`config.mk`:
```
export PLATFORM = sky130hd
export DESIGN_NAME = object_bounce_ctrl_flat
export DESIGN_NICKNAME = d
export VERILOG_FILES = /design/src/rtl/vga_game_pkg.sv /design/src/rtl/object_bounce_ctrl_if.sv /design/src/rtl/axis_reflect.sv /design/src/rtl/object_bounce_ctrl.sv /design/src/flat_wrapper.sv
export SDC_FILE = /design/constraint.sdc
export NUM_CORES = 1
export LEC_CHECK = 0
export ABC_AREA = 1
export CORE_MARGIN = 5
export CORE_UTILIZATION = 47
export CTS_BUF_LIST = sky130_fd_sc_hd__clkbuf_8
export CTS_CLUSTER_SIZE = 28
export DETAILED_ROUTE_END_ITERATION = 8
export PLACE_DENSITY_LB_ADDON = 0.3
export SLEW_MARGIN = 20
export SYNTH_ARGS = -nofsm -noshare
export SYNTH_HDL_FRONTEND = slang
export SYNTH_SLANG_ARGS = --single-unit
export TNS_END_PERCENT = 1
```
`constraint.sdc`:
```
create_clock -name clk -period 16.6 [get_ports clk]
set_input_delay 3.32 -clock clk [delete_from_list [all_inputs] [get_ports clk]]
set_output_delay 3.32 -clock clk [all_outputs]
set_load 0.005 [all_outputs]
```
`src/rtl/vga_game_pkg.sv`:
```
// Shared constants and types for the VGA game blocks: fixed-point scaling,
// screen geometry and the bounce controller state encoding.
package vga_game_pkg;

    localparam int FIXED_POINT_MULTIPLIER = 64;
    localparam int FP_SHIFT               = 6;
    localparam int SCREEN_WIDTH           = 640;
    localparam int SCREEN_HEIGHT          = 480;

    typedef enum logic {
        RUN      = 1'b0,
        COOLDOWN = 1'b1
    } bounce_state_t;

    // Fixed-point position to signed pixel coordinate (arithmetic shift keeps sign).
    function automatic logic signed [10:0] to_pixel(input logic signed [31:0] fp);
        logic signed [31:0] sh;
        sh = fp >>> FP_SHIFT;
        return sh[10:0];
    endfunction

endpackage

```
`src/rtl/object_bounce_ctrl_if.sv`:
```
// Frame/collision inputs and object position outputs of the bounce controller.
interface object_bounce_ctrl_if;

    logic               startOfFrame;
    logic               collision;
    logic signed [10:0] topLeftX;
    logic signed [10:0] topLeftY;
    logic               bounce;
    logic               cooling;

    modport master (
        output startOfFrame, collision,
        input  topLeftX, topLeftY, bounce, cooling
    );

    modport slave (
        input  startOfFrame, collision,
        output topLeftX, topLeftY, bounce, cooling
    );

endinterface

```
`src/rtl/axis_reflect.sv`:
```
// One motion axis: fixed-point position and velocity, edge reflection,
// clamped stepping and a registered pixel coordinate.
module axis_reflect
    import vga_game_pkg::*;
#(
    parameter int INIT_PIX = 0,
    parameter int INIT_VEL = 0,
    parameter int MAX_PIX  = 0
) (
    input  logic               clk,
    input  logic               reset,
    input  logic               step_i,
    input  logic               negate_i,
    output logic signed [10:0] top_left_o
);

    localparam logic signed [31:0] INIT_POS = 32'(INIT_PIX * FIXED_POINT_MULTIPLIER);
    localparam logic signed [31:0] MAX_POS  = 32'(MAX_PIX * FIXED_POINT_MULTIPLIER);
    localparam logic signed [31:0] VEL_RST  = 32'(INIT_VEL);

    logic signed [31:0] pos_q, pos_d;
    logic signed [31:0] vel_q, vel_d;
    logic signed [31:0] vel_n_s, vel_w_s, sum_s;
    logic signed [10:0] tl_q, tl_d;

    // Object bounce first, then wall reflection on the current position, then a clamped step.
    always_comb begin
        pos_d   = pos_q;
        vel_d   = vel_q;
        vel_n_s = negate_i ? -vel_q : vel_q;
        vel_w_s = vel_n_s;
        sum_s   = pos_q;
        if (((pos_q <= 32'sd0) && (vel_n_s < 32'sd0)) ||
            ((pos_q >= MAX_POS) && (vel_n_s > 32'sd0))) begin
            vel_w_s = -vel_n_s;
        end else begin
            vel_w_s = vel_n_s;
        end
        if (step_i) begin
            vel_d = vel_w_s;
            sum_s = pos_q + vel_w_s;
            if (sum_s < 32'sd0) begin
                pos_d = 32'sd0;
            end else if (sum_s > MAX_POS) begin
                pos_d = MAX_POS;
            end else begin
                pos_d = sum_s;
            end
        end else begin
            pos_d = pos_q;
            vel_d = vel_q;
        end
        tl_d = to_pixel(pos_d);
    end

    // Axis state and pixel output registers.
    always_ff @(posedge clk) begin
        if (reset) begin
            pos_q <= INIT_POS;
            vel_q <= VEL_RST;
            tl_q  <= to_pixel(INIT_POS);
        end else begin
            pos_q <= pos_d;
            vel_q <= vel_d;
            tl_q  <= tl_d;
        end
    end

    assign top_left_o = tl_q;

endmodule

```
`src/rtl/object_bounce_ctrl.sv`:
```
// Moves one object per frame: latches collisions during the raster and applies
// a bounce plus cooldown at the frame boundary, driving both axis units.
module object_bounce_ctrl
    import vga_game_pkg::*;
#(
    parameter int INITIAL_X       = 280,
    parameter int INITIAL_Y       = 185,
    parameter int X_SPEED         = 64,
    parameter int Y_SPEED         = 128,
    parameter int OBJECT_WIDTH    = 32,
    parameter int OBJECT_HEIGHT   = 32,
    parameter int COOLDOWN_FRAMES = 4
) (
    input  logic                 clk,
    input  logic                 reset,
    object_bounce_ctrl_if.slave  bus
);

    localparam logic [7:0] CD_LOAD = 8'(COOLDOWN_FRAMES);

    bounce_state_t state_q, state_d;
    logic [7:0]    cnt_q, cnt_d;
    logic          pending_q, pending_d;
    logic          hit_s;
    logic          bounce_d, bounce_q;
    logic          cooling_q;
    logic signed [10:0] tlx_s, tly_s;

    // Next-state: a collision coincident with the strobe still counts for this frame.
    always_comb begin
        state_d   = state_q;
        cnt_d     = cnt_q;
        pending_d = pending_q;
        bounce_d  = 1'b0;
        hit_s     = pending_q | ((state_q == RUN) & bus.collision);
        if (bus.startOfFrame) begin
            if (hit_s) begin
                pending_d = 1'b0;
                bounce_d  = 1'b1;
                if (COOLDOWN_FRAMES > 0) begin
                    state_d = COOLDOWN;
                    cnt_d   = CD_LOAD;
                end else begin
                    state_d = RUN;
                    cnt_d   = 8'd0;
                end
            end else if (state_q == COOLDOWN) begin
                cnt_d = cnt_q - 8'd1;
                if (cnt_q == 8'd1) begin
                    state_d = RUN;
                end else begin
                    state_d = COOLDOWN;
                end
            end else begin
                pending_d = 1'b0;
            end
        end else begin
            pending_d = hit_s;
        end
    end

    // FSM, pending flag and status output registers.
    always_ff @(posedge clk) begin
        if (reset) begin
            state_q   <= RUN;
            cnt_q     <= 8'd0;
            pending_q <= 1'b0;
            bounce_q  <= 1'b0;
            cooling_q <= 1'b0;
        end else begin
            state_q   <= state_d;
            cnt_q     <= cnt_d;
            pending_q <= pending_d;
            bounce_q  <= bounce_d;
            cooling_q <= (state_d == COOLDOWN);
        end
    end

    axis_reflect #(
        .INIT_PIX (INITIAL_X),
        .INIT_VEL (X_SPEED),
        .MAX_PIX  (SCREEN_WIDTH - OBJECT_WIDTH)
    ) u_axis_x (
        .clk        (clk),
        .reset      (reset),
        .step_i     (bus.startOfFrame),
        .negate_i   (bounce_d),
        .top_left_o (tlx_s)
    );

    axis_reflect #(
        .INIT_PIX (INITIAL_Y),
        .INIT_VEL (Y_SPEED),
        .MAX_PIX  (SCREEN_HEIGHT - OBJECT_HEIGHT)
    ) u_axis_y (
        .clk        (clk),
        .reset      (reset),
        .step_i     (bus.startOfFrame),
        .negate_i   (bounce_d),
        .top_left_o (tly_s)
    );

    assign bus.topLeftX = tlx_s;
    assign bus.topLeftY = tly_s;
    assign bus.bounce   = bounce_q;
    assign bus.cooling  = cooling_q;

endmodule
```
`src/flat_wrapper.sv`:
```
// flat-port wrapper written by rule: the top's interface ports become plain ports
module object_bounce_ctrl_flat import vga_game_pkg::*;
#(
    parameter int INITIAL_X       = 280,
    parameter int INITIAL_Y       = 185,
    parameter int X_SPEED         = 64,
    parameter int Y_SPEED         = 128,
    parameter int OBJECT_WIDTH    = 32,
    parameter int OBJECT_HEIGHT   = 32,
    parameter int COOLDOWN_FRAMES = 4
)
  (clk, reset, bus_startOfFrame, bus_collision, bus_topLeftX, bus_topLeftY, bus_bounce, bus_cooling);
  object_bounce_ctrl_if bus_i ();
  input  logic clk;
  input  logic reset;
  input wire logic [$bits(bus_i.startOfFrame)-1:0] bus_startOfFrame;
  input wire logic [$bits(bus_i.collision)-1:0] bus_collision;
  output wire logic [$bits(bus_i.topLeftX)-1:0] bus_topLeftX;
  output wire logic [$bits(bus_i.topLeftY)-1:0] bus_topLeftY;
  output wire logic [$bits(bus_i.bounce)-1:0] bus_bounce;
  output wire logic [$bits(bus_i.cooling)-1:0] bus_cooling;
  assign bus_i.startOfFrame = bus_startOfFrame;
  assign bus_i.collision = bus_collision;
  assign bus_topLeftX = bus_i.topLeftX;
  assign bus_topLeftY = bus_i.topLeftY;
  assign bus_bounce = bus_i.bounce;
  assign bus_cooling = bus_i.cooling;
  object_bounce_ctrl #(.INITIAL_X(INITIAL_X), .INITIAL_Y(INITIAL_Y), .X_SPEED(X_SPEED), .Y_SPEED(Y_SPEED), .OBJECT_WIDTH(OBJECT_WIDTH), .OBJECT_HEIGHT(OBJECT_HEIGHT), .COOLDOWN_FRAMES(COOLDOWN_FRAMES)) u_core (.clk(clk), .reset(reset), .bus(bus_i));
endmodule
```
# Word level (Yosys, flattened, before mapping)
# Index checks and enable logic that the tools add are counted.
# totals
regBits	139
input_bits	4
out_inout_bits	24
elab_cells	61
# classes
add_sub_neg	7
order_cmp	12
n_eq_ne	2
n_mux	19
bitwise_logic	3
n_reduce_logical	8
# op_table
operator	count
32-bit two-way mux	8
32-bit by 1-bit < comparator with 1-bit output, second input constant	4
32-bit negation	4
32-bit adder	2
32-bit by 1-bit > comparator with 1-bit output, second input constant	2
32-bit by 1-bit <= comparator with 1-bit output, second input constant	2
32-bit by 16-bit >= comparator with 1-bit output, second input constant	1
32-bit by 17-bit >= comparator with 1-bit output, second input constant	1
32-bit by 16-bit > comparator with 1-bit output, second input constant	1
32-bit by 17-bit > comparator with 1-bit output, second input constant	1
17-bit two-way mux	1
8-bit two-way mux	2
8-bit by 1-bit equality test with 1-bit output, second input constant	1
1-bit two-way mux	8
8-bit by 1-bit subtractor with 8-bit output, second input constant	1
1-bit logical AND	4
3-bit inequality test, second input constant	1
1-bit logical OR	2
2-bit AND reduction	1
2-bit nonzero test	1
1-bit AND	1
1-bit inverter	1
1-bit OR	1

# Depth between registers and ports, before layout
# logic_depth
word_depth	15
ltp_mapped	42

# Hierarchy
# From an unflattened synthesis, not the netlist that was laid out.
# unflattened
hier_cells	2261
hier_area_um2	13082.5
# modules_own_cells
mod	instances	cells_each	area_per_inst_um2	seq_area_each_um2
axis_reflect at u_core.u_axis_x	1	1109	6338.6	1221.2
axis_reflect at u_core.u_axis_y	1	1066	6160.9	1221.2
object_bounce_ctrl	1	86	583.1	220.2

# Worst setup path after synthesis
# Ideal clock, no wire load.
# synth_path
kind	input-to-reg
from	input bus_collision
to	register u_core.u_axis_x.tl_q[4], in the netlist u_core.u_axis_x.top_left_o[4]
arrival_time_ns	7.528
t_required_ns	16.541
setup_slack_ns	9.013
path_stages	37
n_path_buf	3
path_cell_list	nand2_1 > nand2_1 > nand2_1 > nand2_1 > o21ai_0 > inv_1 > ha_1 > inv_1 > nor2_1 > nand2_2 > nor2_4 > nand3_2 > nor2_2 > nand3_1 > o21ai_1 > nand2_1 > buf_6 > buf_2 > nand2_1 > xor2_1 > inv_1 > ha_1 > a21o_1 > a21oi_1 > nor2_1 > o21ai_0 > nand4_1 > nand2_1 > nand2_1 > nor2_1 > nand2_1 > nor2_1 > nand4_1 > inv_1 > clkbuf_1 > nand4_1 > nand2_1
# synth_via
elab_chain_cells	14
word_cells_on_any_way	18
classes_between	2 x add/sub; 4 x order compare; 7 x mux; 2 x bitwise; 3 x reduce/logical
# synth_lines
element	line	rtl
start, declared	flat_wrapper.sv:17	input wire logic [$bits(bus_i.collision)-1:0] bus_collision;
1-bit AND (*)	object_bounce_ctrl.sv:35	hit_s = pending_q | ((state_q == RUN) & bus.collision);
1-bit OR (*)	object_bounce_ctrl.sv:35	
1-bit two-way mux (*)	object_bounce_ctrl.sv:37	if (hit_s) begin
1-bit two-way mux (*)	object_bounce_ctrl.sv:36	if (bus.startOfFrame) begin
32-bit two-way mux (*)	axis_reflect.sv:30	vel_n_s = negate_i ? -vel_q : vel_q;
32-bit by 1-bit < comparator with 1-bit output / 32-bit by 1-bit > comparator with 1-bit output (equally long branches)	axis_reflect.sv:33, axis_reflect.sv:34	
1-bit logical AND, on equally long branches	axis_reflect.sv:33, axis_reflect.sv:34	
1-bit logical OR	axis_reflect.sv:33	if (((pos_q <= 32'sd0) && (vel_n_s < 32'sd0)) ||
32-bit two-way mux (*)	axis_reflect.sv:33	
via u_core.u_axis_x.vel_w_s[10]	axis_reflect.sv:23	logic signed [31:0] vel_n_s, vel_w_s, sum_s;
32-bit adder (*)	axis_reflect.sv:41	sum_s = pos_q + vel_w_s;
32-bit by 17-bit > comparator with 1-bit output	axis_reflect.sv:44	end else if (sum_s > MAX_POS) begin
32-bit two-way mux	axis_reflect.sv:44	
32-bit two-way mux (*)	axis_reflect.sv:42	if (sum_s < 32'sd0) begin
17-bit two-way mux (*)	axis_reflect.sv:39	if (step_i) begin
end signal, assigned	axis_reflect.sv:61	tl_q <= to_pixel(INIT_POS);
end signal, assigned	axis_reflect.sv:65	tl_q <= tl_d;
end, declared	axis_reflect.sv:24	logic signed [10:0] tl_q, tl_d;
# Mark *: on every way through the listed nets, which the timed path passes. The rest lies on a longest branch. The select of a mux whose other input is x is not followed.
# A chain may end at the register's enable or synchronous reset.

# Worst setup path after layout
# layout_path
from	input bus_startOfFrame
to	register u_core.u_axis_x.pos_q[1]
# layout_via
elab_chain_cells	10
word_cells_on_any_way	14
classes_between	2 x add/sub; 4 x order compare; 5 x mux; 3 x reduce/logical
# layout_lines
element	line	rtl
start, declared	flat_wrapper.sv:16	input wire logic [$bits(bus_i.startOfFrame)-1:0] bus_startOfFrame;
1-bit two-way mux (*)	object_bounce_ctrl.sv:36	
32-bit two-way mux (*)	axis_reflect.sv:30	
32-bit by 1-bit < comparator with 1-bit output / 32-bit by 1-bit > comparator with 1-bit output (equally long branches)	axis_reflect.sv:33, axis_reflect.sv:34	
1-bit logical AND, on equally long branches	axis_reflect.sv:33, axis_reflect.sv:34	
1-bit logical OR	axis_reflect.sv:33	
32-bit two-way mux (*)	axis_reflect.sv:33	
via u_core.u_axis_x.vel_w_s[7]	axis_reflect.sv:23	
32-bit adder (*)	axis_reflect.sv:41	
32-bit by 17-bit > comparator with 1-bit output	axis_reflect.sv:44	
32-bit two-way mux	axis_reflect.sv:44	
32-bit two-way mux (*)	axis_reflect.sv:42	
end signal, assigned	axis_reflect.sv:63	pos_q <= pos_d;
end, declared	axis_reflect.sv:21	logic signed [31:0] pos_q, pos_d;
# Mark *: on every way through the listed nets, which the timed path passes. The rest lies on a longest branch.

==> reports/results.txt <==
Worst min path class = reg -> reg
Cell Area, Synth = 12500 um^2
# diodes = 0
Starting DRT DRC Count = 1174
Area Growth Syn to Fin = 6.15%
Worst path slowest cell = clkdlybuf4s50_1
CTS clk-pin slew, worst paths = 0.09 ns
TritonCTS clock tree = done
Most common cell after layout, fill and taps aside = nand2_1
Crit path launch type = input port
Die Span Y = 173 um
Dpl ws = 5.58 ns
CP arrival = 11.15 ns
Final Util = 0.508
Vias in the first global route = 12648
Sink Count = 133
Filler cell count = 2742
Detailed placer's ending HPWL = 31100 um
Vias/cell = 5.46
DR WL/cell = 15.5 um
Hold Crit Start = u_core.u_axis_y.pos_q[1]$_SDFFE_PP0P_
Largest net degree at the start of global routing = 81
Cts hold-fix bufs = 0
Worst IR drop on VDD = 56.1 uV
Setup TNS = 0 ns
Vias = 13706
Largest family of logic cells by synthesized area = simple AND/OR/NAND/NOR gates
Total number of H-tree levels = 4
Top FF cell, synth = dfxtp_1
Initial antenna violation count = 0
Core area = 26100 um^2
FF-to-FF path depth = 37
Ys Warns = 0
Period utilization = 0.649
Max Cap Violations = 0
Hold depth = 2
Synthesized area per cell = 5.72 um^2
Run status = completed
Post-synth ARST share = 0
Total Power = 1.25 mW
Row cnt = 59
Synth Area in XOR/XNOR = 0.0597
Post-route setup slack = 5.83 ns
Final setup viols = 0
Antenna viol nets, final = 0
I/O Buffers = 27
Clk pwr share = 0.252
Pwr/cell area = 94.8 nW/um^2
Share of cells above drive strength 1 = 0.0294
Hold Fails Final Rpt = 0
Syn Inst Count = 2179
Most frequent cells in the layout = nand2_1 (693), inv_1 (311), nor2_1 (283), nand3_1 (178), dfxtp_1 (133)
Post-synth top area cell = dfxtp_1
Mux contribution to synthesized area = 0
Num CTS Buffers = 17
DRT Wirelength = 38900 um
Setup crit start = bus_startOfFrame
DRT Pass-1 Iters = 6
Synthesized flop and latch total = 133
Adder-cell share of the synthesized area = 0.0663
Syn nets = 2249
Reg2reg end = u_core.u_axis_x.pos_q[1]$_SDFFE_PP0P_
Most area-consuming cells after synthesis = dfxtp_1 (21%), nand2_1 (21%), inv_1 (9.3%)
CP max FO = 80
CP peak stage delay = 0.99 ns
Sw Share = 0.454
Worst Hold Path EP = u_core.u_axis_y.pos_q[1]$_SDFFE_PP0P_
Fin crit period = 10.77 ns
Max-slew violations = 0
Starting Density = 0.478
Die area = 29900 um^2
Power Internal = 684 uW
CTS resizes = 0
RePlAce Congestion = 1.03
Simple-Gate Fraction of Synth Area = 0.426
GRT Residual Overflow = 0
DRC Markers = 0
Setup bufs post-CTS = 0
Top cell type's share of synthesized area = 0.214
Netlist cell types = 44
Leak = 7.01 nW
First-pass GRT wire length = 62400 um
Worst relative slew slack = 0.349
Die Span X = 173 um
Comb power frac = 0.457
Critical Path RT = 16.99 ns
Most frequent cell on the critical path = nand2_1
P_sw = 569 uW
Compound-Gate Fraction of Synth Area = 0.106
Sequential area share after synthesis = 0.214
Crit path capture type = register
Total GRT Usage = 0.249
Clk root buf = clkbuf_8
Clock skew = 0.0214 ns
Final #Nets = 2234
Unrepaired setup endpoints after global routing = false
Reg2reg setup slack = 9.52 ns
Fmax = 92.9 MHz
Clk buf depth = 2
Worst Tran Pin Value = 0.976 ns
Number of synthesized flops with an enable pin = 0
Clock insertion delay at the later pin of the skew report = 0.47 ns
Critical R2R Launch = u_core.state_q$_SDFFE_PP0P_
Part of the power in registers = 0.291
Type of the worst setup path = in -> reg
# IOs = 28
-- layer usage --
| metal | global-route usage | share of wire |
|---|---|---|
| met4 | 0.0989 | 0.037 |
| met5 | 0 | 0 |
| met1 | 0.300 | 0.42 |
| met2 | 0.450 | 0.50 |
| met3 | 0.0279 | 0.045 |
-- through the flow --
step / hold WS [ns] / cells / instance area, um^2
2_1_floorplan: 0.416 / 2179 / 12500
3_3_place_gp: 0.426 / 2480 / 12800
3_5_place_dp: 0.433 / 2480 / 12800
4_1_cts: 0.448 / 2512 / 13200
5_1_grt: 0.471 / 2512 / 13200
6_report: 0.445 / 2512 / 13200
-- cells by family after synthesis --
kind of cell,after synthesis
XOR/XNOR,85
buffers and inverters,385
adder cells (fa/ha/maj),66
AO/OA/AOI/OAI,233
flip-flops,133
AND/OR/NAND/NOR,1277
-- registers in the layout, indices dropped and copies added (netlist names), 8 cells and up --
register,count
u_core.u_axis_x.pos_q,20
u_core.u_axis_x.vel_q,30
u_core.u_axis_x.top_left_o,11
u_core.u_axis_y.vel_q,30
u_core.u_axis_y.pos_q,31
u_core.cnt_q,8
-- critical path: cells and delay by family --
kind | cells | cell delay, ns
compound gates | 4 | 0.88
xor+xnor | 1 | 0.22
fa+ha+maj | 1 | 0.37
buf+inv | 7 | 3.33
simple gates | 21 | 2.95
-- power groups by stage --
stage | Sequential (mW) | Clock (mW) | Combinational, mW
after global placement | 0.371 | 0 | 0.563
after global routing | 0.367 | 0.333 | 0.641
after CTS | 0.364 | 0.319 | 0.567
after detailed placement | 0.371 | 0 | 0.564
final | 0.364 | 0.316 | 0.573
after floorplan | 0.362 | 0 | 0.430
-- synthesized netlist by cell type, drive strengths merged, types with 27 or more instances --
cell type / count
a21oi: 80
nand2: 699
buf: 39
clkbuf: 27
nand3: 179
nor3: 27
nand4: 54
inv: 315
nor2: 294
dfxtp: 133
o21ai: 78
ha: 66
o22ai: 39
xor2: 75
-- cell type report --
class | count | area, um^2 | share of cell area
multi-input cells | 1661 | 8210 | 0.620
clock buffers | 17 | 234 | 0.0177
clock inverters | 15 | 205 | 0.0155
inverters | 319 | 1200 | 0.0905
flip-flops and latches | 133 | 2660 | 0.201
well taps | 335 | 419 | 0.0317
repair buffers | 32 | 303 | 0.0229
-- worst max-delay path by stage --
stage	slack (ns)	endpoint
detailed placement	5.58	u_core.u_axis_x.pos_q[1]$_SDFFE_PP0P_
finish	5.83	u_core.u_axis_x.pos_q[1]$_SDFFE_PP0P_
global route	5.22	u_core.u_axis_x.pos_q[1]$_SDFFE_PP0P_
floorplan	9.01	u_core.u_axis_x.top_left_o[4]$_SDFFE_PP1P_
CTS	6.02	u_core.u_axis_x.pos_q[1]$_SDFFE_PP0P_
global placement	5.53	u_core.u_axis_x.top_left_o[6]$_SDFFE_PP0P_
Note: power is estimated with default switching activity, not from simulation.
